--- config.mk ---
export PLATFORM = sky130hd
export DESIGN_NAME = controlador_lavagem_flat
export DESIGN_NICKNAME = d
export VERILOG_FILES = /design/src/rtl/controlador_lavagem_if.sv /design/src/rtl/controlador_lavagem.sv /design/src/flat_wrapper.sv
export SDC_FILE = /design/constraint.sdc
export NUM_CORES = 1
export LEC_CHECK = 0
export CORE_MARGIN = 2
export CORE_UTILIZATION = 55
export DETAILED_ROUTE_END_ITERATION = 8
export PLACE_DENSITY = 0.81
export SKIP_CTS_REPAIR_TIMING = 1
export SLEW_MARGIN = 20
export SYNTH_ARGS = -nofsm -noshare
export SYNTH_HDL_FRONTEND = slang
export SYNTH_SLANG_ARGS = --single-unit
--- constraint.sdc ---
create_clock -name clock -period 8.1 [get_ports clock]
set_clock_uncertainty 0.2 [all_clocks]
set_input_delay 1.62 -clock clock [delete_from_list [all_inputs] [get_ports clock]]
set_output_delay 1.62 -clock clock [all_outputs]
set_load 0.02 [all_outputs]
--- src/rtl/controlador_lavagem_if.sv ---
// Signal bundle between the wash sequencer and its environment (sensors,
// actuators and the spin module handshake).
interface controlador_lavagem_if;
  logic       start;
  logic       porta_aberta;
  logic       nivel_cheio;
  logic       nivel_vazio;
  logic       centrifugacao_ativa;
  logic       valvula_entrada;
  logic       motor_lavar;
  logic       bomba_saida;
  logic       start_centrifugacao;
  logic [2:0] fase;
  logic       concluido;
  logic       erro;

  // Environment side: drives sensors and start, observes actuators
  modport master (
    output start, porta_aberta, nivel_cheio, nivel_vazio, centrifugacao_ativa,
    input  valvula_entrada, motor_lavar, bomba_saida, start_centrifugacao, fase, concluido, erro
  );

  // Sequencer side
  modport slave (
    input  start, porta_aberta, nivel_cheio, nivel_vazio, centrifugacao_ativa,
    output valvula_entrada, motor_lavar, bomba_saida, start_centrifugacao, fase, concluido, erro
  );
endinterface

--- src/rtl/controlador_lavagem.sv ---
// Wash-cycle sequencer: fill -> wash -> drain, NUM_ENXAGUES x (fill -> rinse -> drain),
// then spin. Handles door-open pause/resume, fill/drain/spin timeouts and a sticky error.
module controlador_lavagem #(
  parameter int unsigned TEMPO_LAVAGEM   = 20,
  parameter int unsigned TEMPO_ENXAGUE   = 10,
  parameter int unsigned NUM_ENXAGUES    = 2,
  parameter int unsigned TIMEOUT_NIVEL   = 50,
  parameter int unsigned TIMEOUT_CENTRIF = 15
) (
  input logic                   clock,
  input logic                   reset_n,
  controlador_lavagem_if.slave  bus
);

  typedef enum logic [2:0] {
    Ocioso      = 3'd0,
    Encher      = 3'd1,
    Lavar       = 3'd2,
    Enxaguar    = 3'd3,
    Esvaziar    = 3'd4,
    Centrifugar = 3'd5,
    Pausa       = 3'd6,
    Erro        = 3'd7
  } estado_t;

  // Last timer value of each phase (timer counts from 0 on entry)
  localparam logic [15:0] LimLavagem = 16'(TEMPO_LAVAGEM - 1);
  localparam logic [15:0] LimEnxague = 16'(TEMPO_ENXAGUE - 1);
  localparam logic [15:0] LimNivel   = 16'(TIMEOUT_NIVEL - 1);
  localparam logic [15:0] LimCentrif = 16'(TIMEOUT_CENTRIF - 1);
  localparam logic [2:0]  NumEnx     = 3'(NUM_ENXAGUES);

  estado_t     estado, estado_prox;
  estado_t     salvo, salvo_prox;
  logic [15:0] timer, timer_prox;
  logic [2:0]  enxagues, enxagues_prox;
  logic        visto, visto_prox;
  logic        start_ant;
  logic        start_edge;
  logic        concluido_prox;
  logic        pausar;

  assign start_edge = bus.start & ~start_ant;
  // Door only pauses an active washing phase
  assign pausar = bus.porta_aberta &&
                  (estado inside {Encher, Lavar, Enxaguar, Esvaziar, Centrifugar});

  // Next-state, saved-state, rinse counter, spin flag and phase timer
  always_comb begin
    estado_prox    = estado;
    salvo_prox     = salvo;
    enxagues_prox  = enxagues;
    visto_prox     = visto;
    concluido_prox = 1'b0;

    unique case (estado)
      Ocioso: begin
        if (start_edge && !bus.porta_aberta) begin
          estado_prox   = Encher;
          enxagues_prox = '0;
        end
      end
      Encher: begin
        if (timer >= LimNivel) begin
          estado_prox = Erro;
        end else if (bus.nivel_cheio) begin
          estado_prox = (enxagues == '0) ? Lavar : Enxaguar;
        end
      end
      Lavar: begin
        if (timer >= LimLavagem) estado_prox = Esvaziar;
      end
      Enxaguar: begin
        if (timer >= LimEnxague) estado_prox = Esvaziar;
      end
      Esvaziar: begin
        if (timer >= LimNivel) begin
          estado_prox = Erro;
        end else if (bus.nivel_vazio) begin
          if (enxagues < NumEnx) begin
            enxagues_prox = enxagues + 3'd1;
            estado_prox   = Encher;
          end else begin
            estado_prox = Centrifugar;
            visto_prox  = 1'b0;
          end
        end
      end
      Centrifugar: begin
        if (timer >= LimCentrif) begin
          estado_prox = Erro;
        end else if (visto && !bus.centrifugacao_ativa) begin
          estado_prox    = Ocioso;
          concluido_prox = 1'b1;
        end else if (bus.centrifugacao_ativa) begin
          visto_prox = 1'b1;
        end
      end
      Pausa: begin
        if (start_edge && !bus.porta_aberta) begin
          estado_prox = salvo;
          // Spin module restarted from scratch, so the burst must be seen again
          if (salvo == Centrifugar) visto_prox = 1'b0;
        end
      end
      Erro: estado_prox = Erro;
    endcase

    // Door has top priority over every timeout/completion decision above
    if (pausar) begin
      estado_prox    = Pausa;
      salvo_prox     = estado;
      enxagues_prox  = enxagues;
      visto_prox     = visto;
      concluido_prox = 1'b0;
    end

    // Pausing still counts the cycle just spent, so resumed phases keep their total length
    if (estado == Ocioso || estado == Erro) begin
      timer_prox = '0;
    end else if (estado == Pausa) begin
      timer_prox = (estado_prox == Centrifugar) ? '0 : timer;
    end else if (estado_prox == estado || estado_prox == Pausa) begin
      timer_prox = timer + 16'd1;
    end else begin
      timer_prox = '0;
    end
  end

  // State registers and Moore outputs registered from the next state
  always_ff @(posedge clock or negedge reset_n) begin
    if (!reset_n) begin
      estado                  <= Ocioso;
      salvo                   <= Ocioso;
      timer                   <= '0;
      enxagues                <= '0;
      visto                   <= 1'b0;
      start_ant               <= 1'b0;
      bus.fase                <= 3'd0;
      bus.valvula_entrada     <= 1'b0;
      bus.motor_lavar         <= 1'b0;
      bus.bomba_saida         <= 1'b0;
      bus.start_centrifugacao <= 1'b0;
      bus.concluido           <= 1'b0;
      bus.erro                <= 1'b0;
    end else begin
      estado                  <= estado_prox;
      salvo                   <= salvo_prox;
      timer                   <= timer_prox;
      enxagues                <= enxagues_prox;
      visto                   <= visto_prox;
      start_ant               <= bus.start;
      bus.fase                <= estado_prox;
      bus.valvula_entrada     <= (estado_prox == Encher);
      bus.motor_lavar         <= (estado_prox == Lavar) || (estado_prox == Enxaguar);
      bus.bomba_saida         <= (estado_prox == Esvaziar);
      bus.start_centrifugacao <= (estado_prox == Centrifugar);
      bus.concluido           <= concluido_prox;
      bus.erro                <= (estado_prox == Erro);
    end
  end

endmodule

--- src/flat_wrapper.sv ---
// flat-port wrapper written by rule: the top's interface ports become plain ports
module controlador_lavagem_flat 
#(
  parameter int unsigned TEMPO_LAVAGEM   = 20,
  parameter int unsigned TEMPO_ENXAGUE   = 10,
  parameter int unsigned NUM_ENXAGUES    = 2,
  parameter int unsigned TIMEOUT_NIVEL   = 50,
  parameter int unsigned TIMEOUT_CENTRIF = 15
)
  (clock, reset_n, bus_start, bus_porta_aberta, bus_nivel_cheio, bus_nivel_vazio, bus_centrifugacao_ativa, bus_valvula_entrada, bus_motor_lavar, bus_bomba_saida, bus_start_centrifugacao, bus_fase, bus_concluido, bus_erro);
  controlador_lavagem_if bus_i ();
  input logic clock;
  input logic reset_n;
  input wire logic [$bits(bus_i.start)-1:0] bus_start;
  input wire logic [$bits(bus_i.porta_aberta)-1:0] bus_porta_aberta;
  input wire logic [$bits(bus_i.nivel_cheio)-1:0] bus_nivel_cheio;
  input wire logic [$bits(bus_i.nivel_vazio)-1:0] bus_nivel_vazio;
  input wire logic [$bits(bus_i.centrifugacao_ativa)-1:0] bus_centrifugacao_ativa;
  output wire logic [$bits(bus_i.valvula_entrada)-1:0] bus_valvula_entrada;
  output wire logic [$bits(bus_i.motor_lavar)-1:0] bus_motor_lavar;
  output wire logic [$bits(bus_i.bomba_saida)-1:0] bus_bomba_saida;
  output wire logic [$bits(bus_i.start_centrifugacao)-1:0] bus_start_centrifugacao;
  output wire logic [$bits(bus_i.fase)-1:0] bus_fase;
  output wire logic [$bits(bus_i.concluido)-1:0] bus_concluido;
  output wire logic [$bits(bus_i.erro)-1:0] bus_erro;
  assign bus_i.start = bus_start;
  assign bus_i.porta_aberta = bus_porta_aberta;
  assign bus_i.nivel_cheio = bus_nivel_cheio;
  assign bus_i.nivel_vazio = bus_nivel_vazio;
  assign bus_i.centrifugacao_ativa = bus_centrifugacao_ativa;
  assign bus_valvula_entrada = bus_i.valvula_entrada;
  assign bus_motor_lavar = bus_i.motor_lavar;
  assign bus_bomba_saida = bus_i.bomba_saida;
  assign bus_start_centrifugacao = bus_i.start_centrifugacao;
  assign bus_fase = bus_i.fase;
  assign bus_concluido = bus_i.concluido;
  assign bus_erro = bus_i.erro;
  controlador_lavagem #(.TEMPO_LAVAGEM(TEMPO_LAVAGEM), .TEMPO_ENXAGUE(TEMPO_ENXAGUE), .NUM_ENXAGUES(NUM_ENXAGUES), .TIMEOUT_NIVEL(TIMEOUT_NIVEL), .TIMEOUT_CENTRIF(TIMEOUT_CENTRIF)) u_core (.clock(clock), .reset_n(reset_n), .bus(bus_i));
endmodule
==> summary.txt, run 1 <==
Status
  • Status: completed

Timing
  • Setup TNS: 0 ns
  • RSZ-0062 raised after global routing: false
  • Worst rel slew slack: 31.6%
  • Tmin final: 4.60 ns
  • Final hold viol count: 0
  • Period utilization: 56.7%
  • Post-route setup slack: 3.50 ns
  • Worst Tran Pin Value: 1.03 ns
  • Max-slew violations: 0
  • FMAX: 218 MHz
  • Setup violators final: 0

Yosys
  • Post-synth cell types: 52
  • Synth Register Bits: 33
  • Post-synth top cells: 33 x dfrtp_1, 27 x a31oi_1, 26 x nand2_1
  • Cell Area, Synth: 2150 um2
  • Yosys warning count: 0
  • Syn Inst Count: 250
  • Syn nets: 263
  • Synth area leader: dfrtp_1
  • Post-synth ARST share: 100%
  • Post-synth top area share: 38.3%
  • Ys flop type: dfrtp_1
  • Post-synth EDFFs: 0
  • Most common cell in the netlist: dfrtp_1
  • Synth top area cells: dfrtp_1 38%, a31oi_1 7.8%, nand2_1 4.5%, nor2_1 4.2%, ha_1 3.5%
  • Register area share after synthesis: 38.3%
  • Syn Area/Cell: 8.61 um2

Worst hold path
  • Min-delay src: u_core.timer[15]
  • Hold depth: 1
  • Hold Crit Class: reg -> reg
  • Worst hold endpoint: u_core.timer[15]

Cells and area
  • Fin util: 63.6%
  • Layout cells sized above 1: 8.49%
  • Area added between synthesis and finish: 9.70%
  • N_diodes: 0
  • Final Net Count: 271

Critical path
  • WP depth: 9
  • Largest stage delay, worst path: 0.85 ns
  • CP arrival: 4.59 ns
  • CP max FO: 29
  • Critical path type: in -> reg
  • Req. time, crit path: 8.09 ns
  • Worst path bufs/invs: 1
  • R2r setup slk: 4.21 ns
  • Critical-path cell list: clkdlybuf4s50_1 -> nor4b_1 -> o32ai_1 -> a211oi_1 -> o2111ai_1 -> nand3_1 -> a311o_1 -> a31oi_1 -> a31oi_1
  • Reg-to-Reg Start: u_core.timer[1]
  • Startpoint type of the worst setup path: primary input
  • Most frequent cell on the critical path: a31oi_1
  • Worst R2R Path Depth: 10
  • CP delay by family, top: compound AO/OA/AOI/OAI gates
  • CP max stage cell: a311o_1
  • Critical R2R Capture: u_core.timer[14]
  • Endpoint class of the critical path: flop

Global routing
  • Antenna violations before repair: 0
  • Vias in the first global route: 1765
  • Global route overflow: 0
  • Pin count of the biggest net entering global routing: 34
  • First-pass GRT wire length: 7820 um
  • Total GRT Usage: 22.9%

Floorplanning
  • Die width: 66.6 um
  • Initial Util: 57.9%
  • Die area: 4430 um2
  • Cell row count: 22
  • Core box area: 3720 um2
  • # IOs: 16
  • DIE HEIGHT: 66.6 um

Clock network
  • CTS tree: built
  • Clk slew on worst S/H paths: 0.07 ns
  • CTS root buffer: clkbuf_8
  • CTS max path bufs: 2
  • Worst skew pair latency: 0.28 ns
  • Number of H-tree levels: 2
  • Clock buffer count from CTS: 5
  • CTS sink count: 33

Power
  • Lkg Pwr: 0.00101 uW
  • Power Total: 295 uW
  • Power per cell area: 125 nW/um2
  • VDD IR-drop max: 0.0000801 V

Route
  • First DRT Iteration DRCs: 140
  • Total Wirelength: 4540 um
  • WL/cell: 14.8 um
  • Via density: 6.18
  • Drt first pass iters: 4
  • DRC: 0
  • DR vias: 1896
  • Routed Antenna Nets: 0

Placed design
  • DP HPWL: 3170 um
  • Pre-CTS WS: 3.24 ns
  • RD Place Congestion: 0.946
  • IO buf count: 15

Run
  • Max-cap violations: 0
[routing by layer]
metal / track usage [%] / routed length (um) / vias up
li1: - / - / 936
met1: 32.5 / 2240 / 901
met3: 5.07 / 160 / 4
met2: 35.3 / 2110 / 55
met4: 6.12 / 23 / 0
met5: 0 / 0 / -
[worst max path at each step]
stage,start,endpoint,slack (ns)
6_report,bus_porta_aberta,u_core.timer[14],3.50
5_1_grt,bus_porta_aberta,u_core.timer[14],3.13
4_1_cts,bus_porta_aberta,u_core.timer[14],3.54
3_5_place_dp,bus_porta_aberta,u_core.timer[14],3.24
3_3_place_gp,bus_porta_aberta,u_core.timer[9],3.33
2_1_floorplan,bus_porta_aberta,u_core.timer[5],4.61
[kinds of logic after synthesis]
| family | share of synthesized area [%] |
|---|---|
| compound gates | 23.4 |
| xor+xnor | 0.814 |
| fa+ha+maj | 3.49 |
| buf+inv | 6.33 |
| flops | 38.3 |
| simple gates | 27.6 |
[through the flow]
stage                     hold WS (ns)  instances  cell area [um2]
final                            0.295        307             2360
after global routing             0.338        307             2360
after CTS                        0.290        307             2360
after detailed placement         0.281        299             2280
after global placement           0.266        299             2280
after floorplan                  0.242        250             2150
[layout make-up]
class	count	area (um2)
Timing Repair Buffer	16	158
Clock buffer	6	72.6
Multi-Input combinational cell	190	1190
Inverter	12	45.0
Tap cell	48	60.1
Clock inverter	2	10.0
Sequential cell	33	826
Fill cell	317	1350
[flip-flops by register name, indices dropped and copies added (netlist names), 3 cells and up]
signal	cells
u_core.salvo	3
u_core.bus.fase	3
u_core.enxagues	3
u_core.timer	16
[power breakdown]
group	leakage, uW	internal, uW	total, uW	switching (uW)
clock network	0.0000450	59.5	117	57.9
registers	0.000431	166	166	0.500
logic	0.000537	4.60	11.4	6.78
[placed cells by master (no fill, tap or decap), types with 3 or more instances in the layout]
cell              n
a21oi_1          11
a31oi_1          27
and2_1            3
and3_1            8
clkbuf_8          5
clkdlybuf4s50_1  15
dfrtp_1          33
ha_1              6
inv_1            12
nand2_1          26
nand2b_1          4
nand3_1          10
nor2_1           24
nor3_1            6
o21ai_0          11
o21ai_1           3
or2_2             3
or3_1             5
Note: power is estimated with default switching activity, not from simulation.
==> inputs of run 2 (changes only) <==
==> constraint.sdc (replaced) <==
create_clock -name clock -period 4.35 [get_ports clock]
set_clock_uncertainty 0.2 [all_clocks]
set_input_delay 0.87 -clock clock [delete_from_list [all_inputs] [get_ports clock]]
set_output_delay 0.87 -clock clock [all_outputs]
set_load 0.02 [all_outputs]
==> run 2 against run 1 <==
Net effect:
- cell area increased by 0.90%
- critical endpoint is now u_core.visto
- combinational power increased by 88%
- utilization grew 0.57 points
- critical path type is now reg -> reg
- first-iteration DRC count rose by 44%
- largest cell class unchanged
- worst setup slack worse by 2.7 ns
==> summary.txt, run 2 (synthesis results as in run 1) <==
Status
  • Status: completed

Placed design
  • DP HPWL: 3240 um (+2.0%)
  • Post-placement cell area: 2310 um2 (+1.3%)
  • IO buf count: 15 (unchanged)
  • RD Place Congestion: 0.897 (-5.1%)

Power
  • Lkg Pwr: 0.00102 uW (+1.1%)
  • Power per cell area: 228 nW/um2 (+83%)
  • VDD IR-drop max: 0.000146 V (+83%)
  • Power Total: 544 uW (+85%)

Worst hold path
  • Min-delay src: u_core.timer[15]
  • Hold depth: 1 (unchanged)
  • Hold Crit Class: reg -> reg
  • Worst hold endpoint: u_core.timer[15]

Route
  • DRC: 0 (unchanged)
  • DR vias: 1950 (+2.8%)
  • WL/cell: 15.1 um (+2.4%)
  • Via density: 6.31 (+2.2%)
  • Routed Antenna Nets: 0 (unchanged)
  • First DRT Iteration DRCs: 202 (+44%)
  • Total Wirelength: 4670 um (+3.0%)
  • Drt first pass iters: 5 (+1)

Timing
  • Setup TNS: 0 ns (unchanged)
  • Final hold viol count: 0 (unchanged)
  • Worst rel slew slack: 45.0% (+13 points)
  • RSZ-0062 raised after global routing: false
  • FMAX: 283 MHz
  • Setup violators final: 0 (unchanged)
  • Tmin final: 3.53 ns
  • Worst Tran Pin Value: 0.817 ns (-0.209 ns)
  • Max-slew violations: 0 (unchanged)
  • Period utilization: 81.2%

Clock network
  • CTS max path bufs: 2 (unchanged)
  • Number of H-tree levels: 2 (unchanged)
  • Clock buffer count from CTS: 5 (unchanged)
  • Clk slew on worst S/H paths: 0.06 ns (about the same)
  • CTS sink count: 33 (unchanged)
  • CTS root buffer: clkbuf_8
  • CTS tree: built
  • Worst skew pair latency: 0.29 ns (about the same)

Critical path
  • Req. time, crit path: 4.30 ns (-3.79 ns)
  • CP max FO: 18 (-38%)
  • Endpoint class of the critical path: flop
  • Startpoint type of the worst setup path: flop
  • R2r setup slk: 0.82 ns (-3.39 ns)
  • Reg-to-Reg Start: u_core.timer[1]
  • Critical path type: reg -> reg
  • CP arrival: 3.48 ns (-1.11 ns)
  • Worst R2R Path Depth: 10 (unchanged)
  • Critical R2R Capture: u_core.visto

Cells and area
  • Final Net Count: 275 (+1.5%)
  • Most common cell after layout, fill and taps aside: dfrtp_1
  • Final Instance Area: 2380 um2 (+0.90%)
  • Layout cells sized above 1: 9.58% (+1.1 points)
  • Fillers: 325 (+2.5%)
  • Most frequent cells in the layout: 33 x dfrtp_1, 27 x a31oi_1, 26 x nand2_1
  • Top reg by flops: u_core.timer
  • Max FFs per register: 16 (unchanged)
  • Area added between synthesis and finish: 10.7%
  • N_diodes: 0 (unchanged)

Global routing
  • First-pass GRT wire length: 8400 um (+7.4%)
  • Pin count of the biggest net entering global routing: 34 (unchanged)
  • Antenna violations before repair: 0 (unchanged)
  • Vias in the first global route: 1813 (+2.7%)
  • Global route overflow: 0 (unchanged)
  • Total GRT Usage: 25.3% (+2.4 points)

Run
  • Max-cap violations: 0 (unchanged)

Floorplanning
  • Initial Util: 57.9% (unchanged)
  • DIE HEIGHT: 66.6 um (unchanged)
  • Die width: 66.6 um (unchanged)
  • Cell row count: 22 (unchanged)
  • Core box area: 3720 um2 (unchanged)
  • # IOs: 16 (unchanged)
  • Die area: 4430 um2 (unchanged)
run 2: cell count changes in the layout (fill, tap and decap cells not counted), sizes merged:
cell,delta
clkinv,-1
clkbuf,-1
buf,+4
run 2: worst max-delay path by stage:
| stage | startpoint | end | slack, ns | cells after the start |
|---|---|---|---|---|
| final | u_core.timer[1] | u_core.visto | 0.82 | 10 |
| after global routing | u_core.timer[1] | u_core.visto | 0.55 | 10 |
| after CTS | u_core.timer[1] | u_core.visto | 0.83 | 10 |
| after detailed placement | bus_porta_aberta | u_core.visto | 0.64 | 9 |
| after global placement | bus_porta_aberta | u_core.visto | 0.77 | 9 |
| after floorplan | u_core.timer[1] | u_core.timer[5] | 1.28 | 12 |
run 2: area by class of cell:
type | instances | area, um2 | area share [%]
Clock buffer | 5 | 68.8 | 2.89
Clock inverter | 1 | 5.00 | 0.210
Inverter | 12 | 45.0 | 1.89
Multi-Input combinational cell | 190 | 1190 | 50.0
Sequential cell | 33 | 826 | 34.6
Tap cell | 48 | 60.1 | 2.52
Timing Repair Buffer | 20 | 188 | 7.87
run 2: stage by stage:
stage               cells  setup slack [ns]  util [%]  hold slack (ns)
global route          309             0.546      64.1            0.348
detailed placement    303             0.642      62.2            0.296
global placement      303             0.774      62.2            0.265
finish                309             0.820      64.1            0.308
floorplan             250              1.28         -            0.242
CTS                   309             0.828      64.1            0.309
run 2: routing by layer:
metal  wire length, um  vias to the layer above  track usage, %
met5                 0                        -               0
met4                85                        0            8.42
met3               226                       10            7.26
met2              2170                       60            40.0
met1              2190                      939            33.2
li1                  -                      941               -
run 2: worst max-delay path: stages (launching register included):
cell and delay, ns:
dfrtp_1 0.43, inv_1 0.11, ha_1 0.20, or4b_4 0.55
a2111oi_4 0.42, or3_1 0.24, nand2_2 0.08, nand4b_4 0.23
a211o_1 0.54, a41oi_1 0.31, a31oi_1 0.06
run 2: power by group:
group	internal (uW)	switching (uW)	total [uW]	leakage [uW]
Clock	105	109	214	0.0000399
Sequential	308	0.895	309	0.000431
Combinational	8.60	12.8	21.4	0.000553
==> inputs of run 3 (changes only) <==
==> constraint.sdc (replaced) <==
create_clock -name clock -period 3.58 [get_ports clock]
set_clock_uncertainty 0.2 [all_clocks]
set_input_delay 0.716 -clock clock [delete_from_list [all_inputs] [get_ports clock]]
set_output_delay 0.716 -clock clock [all_outputs]
set_load 0.02 [all_outputs]
==> run 3 against run 2 <==
Net effect:
- worst setup slack lost 0.58 ns
- maximum frequency grew 5.7%
- flip-flop and latch count is the same
- die area is the same
==> summary.txt, run 3 (synthesis results as in run 1) <==
Power
  • VDD IR-drop max: 0.000160 V (+9.3%)
  • Switching power: 161 uW (+31%)
  • Power per cell area: 276 nW/um2 (+21%)
  • Seq pwr share: 55.2% (-1.6 points)
  • Clock Power Share: 40.8% (+1.6 points)
  • Power Total: 680 uW (+25%)
  • Switching fraction of total power: 23.6% (+1.2 points)
  • Int Power: 520 uW (+23%)
  • Combinational power share: 4.0% (about the same)
  • Lkg Pwr: 0.00107 uW (+4.2%)

Clock network
  • CTS sink count: 33 (unchanged)
  • Clk slew on worst S/H paths: 0.08 ns (+0.02 ns)
  • CTS tree: built
  • Clock buffer count from CTS: 5 (unchanged)
  • Number of H-tree levels: 2 (unchanged)
  • CTS max path bufs: 2 (unchanged)
  • Worst skew pair latency: 0.30 ns (about the same)
  • CTS root buffer: clkbuf_8

Cells and area
  • Layout cells sized above 1: 13.0% (+3.4 points)
  • Area added between synthesis and finish: 14.5%
  • Most common cell after layout, fill and taps aside: dfrtp_1
  • Max FFs per register: 16 (unchanged)
  • Top reg by flops: u_core.timer
  • Layout Cells excl Fill: 318 (+2.9%)
  • Final Net Count: 282 (+2.5%)
  • Fin util: 66.4% (+2.2 points)
  • N_diodes: 0 (unchanged)
  • Most frequent cells in the layout: 33 x dfrtp_1, 27 x a31oi_1, 26 x nand2_1

Floorplanning
  • # IOs: 16 (unchanged)
  • Cell row count: 22 (unchanged)
  • Initial Util: 57.9% (unchanged)
  • Core box area: 3720 um2 (unchanged)
  • Die area: 4430 um2 (unchanged)
  • DIE HEIGHT: 66.6 um (unchanged)
  • Die width: 66.6 um (unchanged)

Placed design
  • RD Place Congestion: 0.891 (-0.70%)
  • Placed instance count: 309 (+2.0%)
  • DP HPWL: 3620 um (+12%)
  • Pre-CTS WS: 0.219 ns (-0.423 ns)
  • IO buf count: 15 (unchanged)

Critical path
  • CP arrival: 3.35 ns (-0.13 ns)
  • Most frequent cell on the critical path: a31oi_1
  • CP max FO: 16 (-2)
  • Endpoint class of the critical path: flop
  • Critical path type: reg -> reg
  • Worst path bufs/invs: 1 (unchanged)
  • Req. time, crit path: 3.59 ns (-0.71 ns)
  • Critical-path cell list: ha_1 -> or3_1 -> a2111oi_0 -> a211oi_1 -> nand4_1 -> inv_1 -> o21ai_2 -> a31oi_1 -> a31oi_1
  • CP delay by family, top: compound AO/OA/AOI/OAI gates
  • WP depth: 9 (-1)
  • Largest stage delay, worst path: 0.58 ns (+0.03 ns)
  • CP max stage cell: a2111oi_0
  • Worst R2R Path Depth: 9 (-1)
  • Startpoint type of the worst setup path: flop

Timing
  • Tmin final: 3.34 ns (-0.191 ns)
  • Period utilization: 93.3% (+12 points)
  • Worst Tran Pin Value: 0.725 ns (-0.0920 ns)
  • Worst rel slew slack: 51.7% (+6.6 points)
  • Max-slew violations: 0 (unchanged)
  • Setup violators final: 0 (unchanged)
  • Post-route setup slack: 0.240 ns (-0.579 ns)
  • Final hold viol count: 0 (unchanged)
  • FMAX: 299 MHz (+5.7%)

Global routing
  • Total GRT Usage: 26.9% (+1.6 points)
  • Pin count of the biggest net entering global routing: 34 (unchanged)
  • First-pass GRT wire length: 9000 um (+7.1%)
  • Vias in the first global route: 1862 (+2.7%)
  • Antenna violations before repair: 0 (unchanged)
  • Global route overflow: 0 (unchanged)

Route
  • Drt first pass iters: 5 (unchanged)
  • DR vias: 2031 (+4.2%)
  • WL/cell: 16.2 um (+7.2%)
  • DRC: 0 (unchanged)
  • Routed Antenna Nets: 0 (unchanged)
  • First DRT Iteration DRCs: 203 (+0.50%)
  • Total Wirelength: 5150 um (+10%)
  • Via density: 6.39 (+1.2%)

Status
  • Status: completed

Worst hold path
  • Hold Crit Class: reg -> reg
  • Hold depth: 1 (unchanged)

Run
  • Max-cap violations: 0 (unchanged)
run 3: cell types whose count changed in the layout (fill, tap and decap cells not counted), sizes merged:
| cell | change |
|---|---|
| buf | +7 |
| clkinv | +1 |
| clkinvlp | +1 |
run 3: cell type report:
cell class | count | area, um2
fill | 328 | 1250
multi-input combinational | 190 | 1200
sequential | 33 | 826
tap | 48 | 60.1
inverter | 12 | 45.0
timing repair buffer | 27 | 253
clock buffer | 5 | 68.8
clock inverter | 3 | 17.5
run 3: power groups by stage:
stage | clock network [uW] | logic [uW] | registers, uW
floorplan | 0 | 8.63 | 382
global placement | 0 | 26.9 | 383
detailed placement | 0 | 27.3 | 383
CTS | 284 | 27.5 | 375
global route | 303 | 31.2 | 376
finish | 278 | 27.0 | 375
run 3: final timing paths:
check,startpoint,endpoint,slack (ns)
max,u_core.timer[0],u_core.timer[7],0.24
min,u_core.timer[15],u_core.timer[15],0.28
max reg2reg,u_core.timer[0],u_core.timer[7],0.24
min reg2reg,u_core.timer[15],u_core.timer[15],0.28
max in group asynchronous,reset_n,u_core.timer[9],2.27
min in group asynchronous,reset_n,u_core.timer[2],0.62
run 3: worst reg2reg max path, cell delays in order (launching register included):
cell and delay (ns):
dfrtp_1 0.42, ha_1 0.26, or3_1 0.33, a2111oi_0 0.58
a211oi_1 0.19, nand4_1 0.21, inv_1 0.09, o21ai_2 0.58
a31oi_1 0.19, a31oi_1 0.19
run 3: stage by stage:
step / cell area [um2] / setup TNS [ns] / hold slack (ns)
2_1_floorplan: 2150 / 0 / 0.220
3_3_place_gp: 2370 / 0 / 0.268
3_5_place_dp: 2370 / 0 / 0.269
4_1_cts: 2450 / 0 / 0.284
5_1_grt: 2470 / -0.0232 / 0.320
6_report: 2470 / 0 / 0.285
run 3: routing by layer:
layer | part of all wire, % | track usage, % | vias to the layer above
met3 | 6.7 | 5.41 | 10
met5 | 0 | 0 | -
li1 | - | - | 958
met4 | 1.9 | 9.95 | 0
met2 | 47 | 41.0 | 83
met1 | 44 | 37.6 | 980
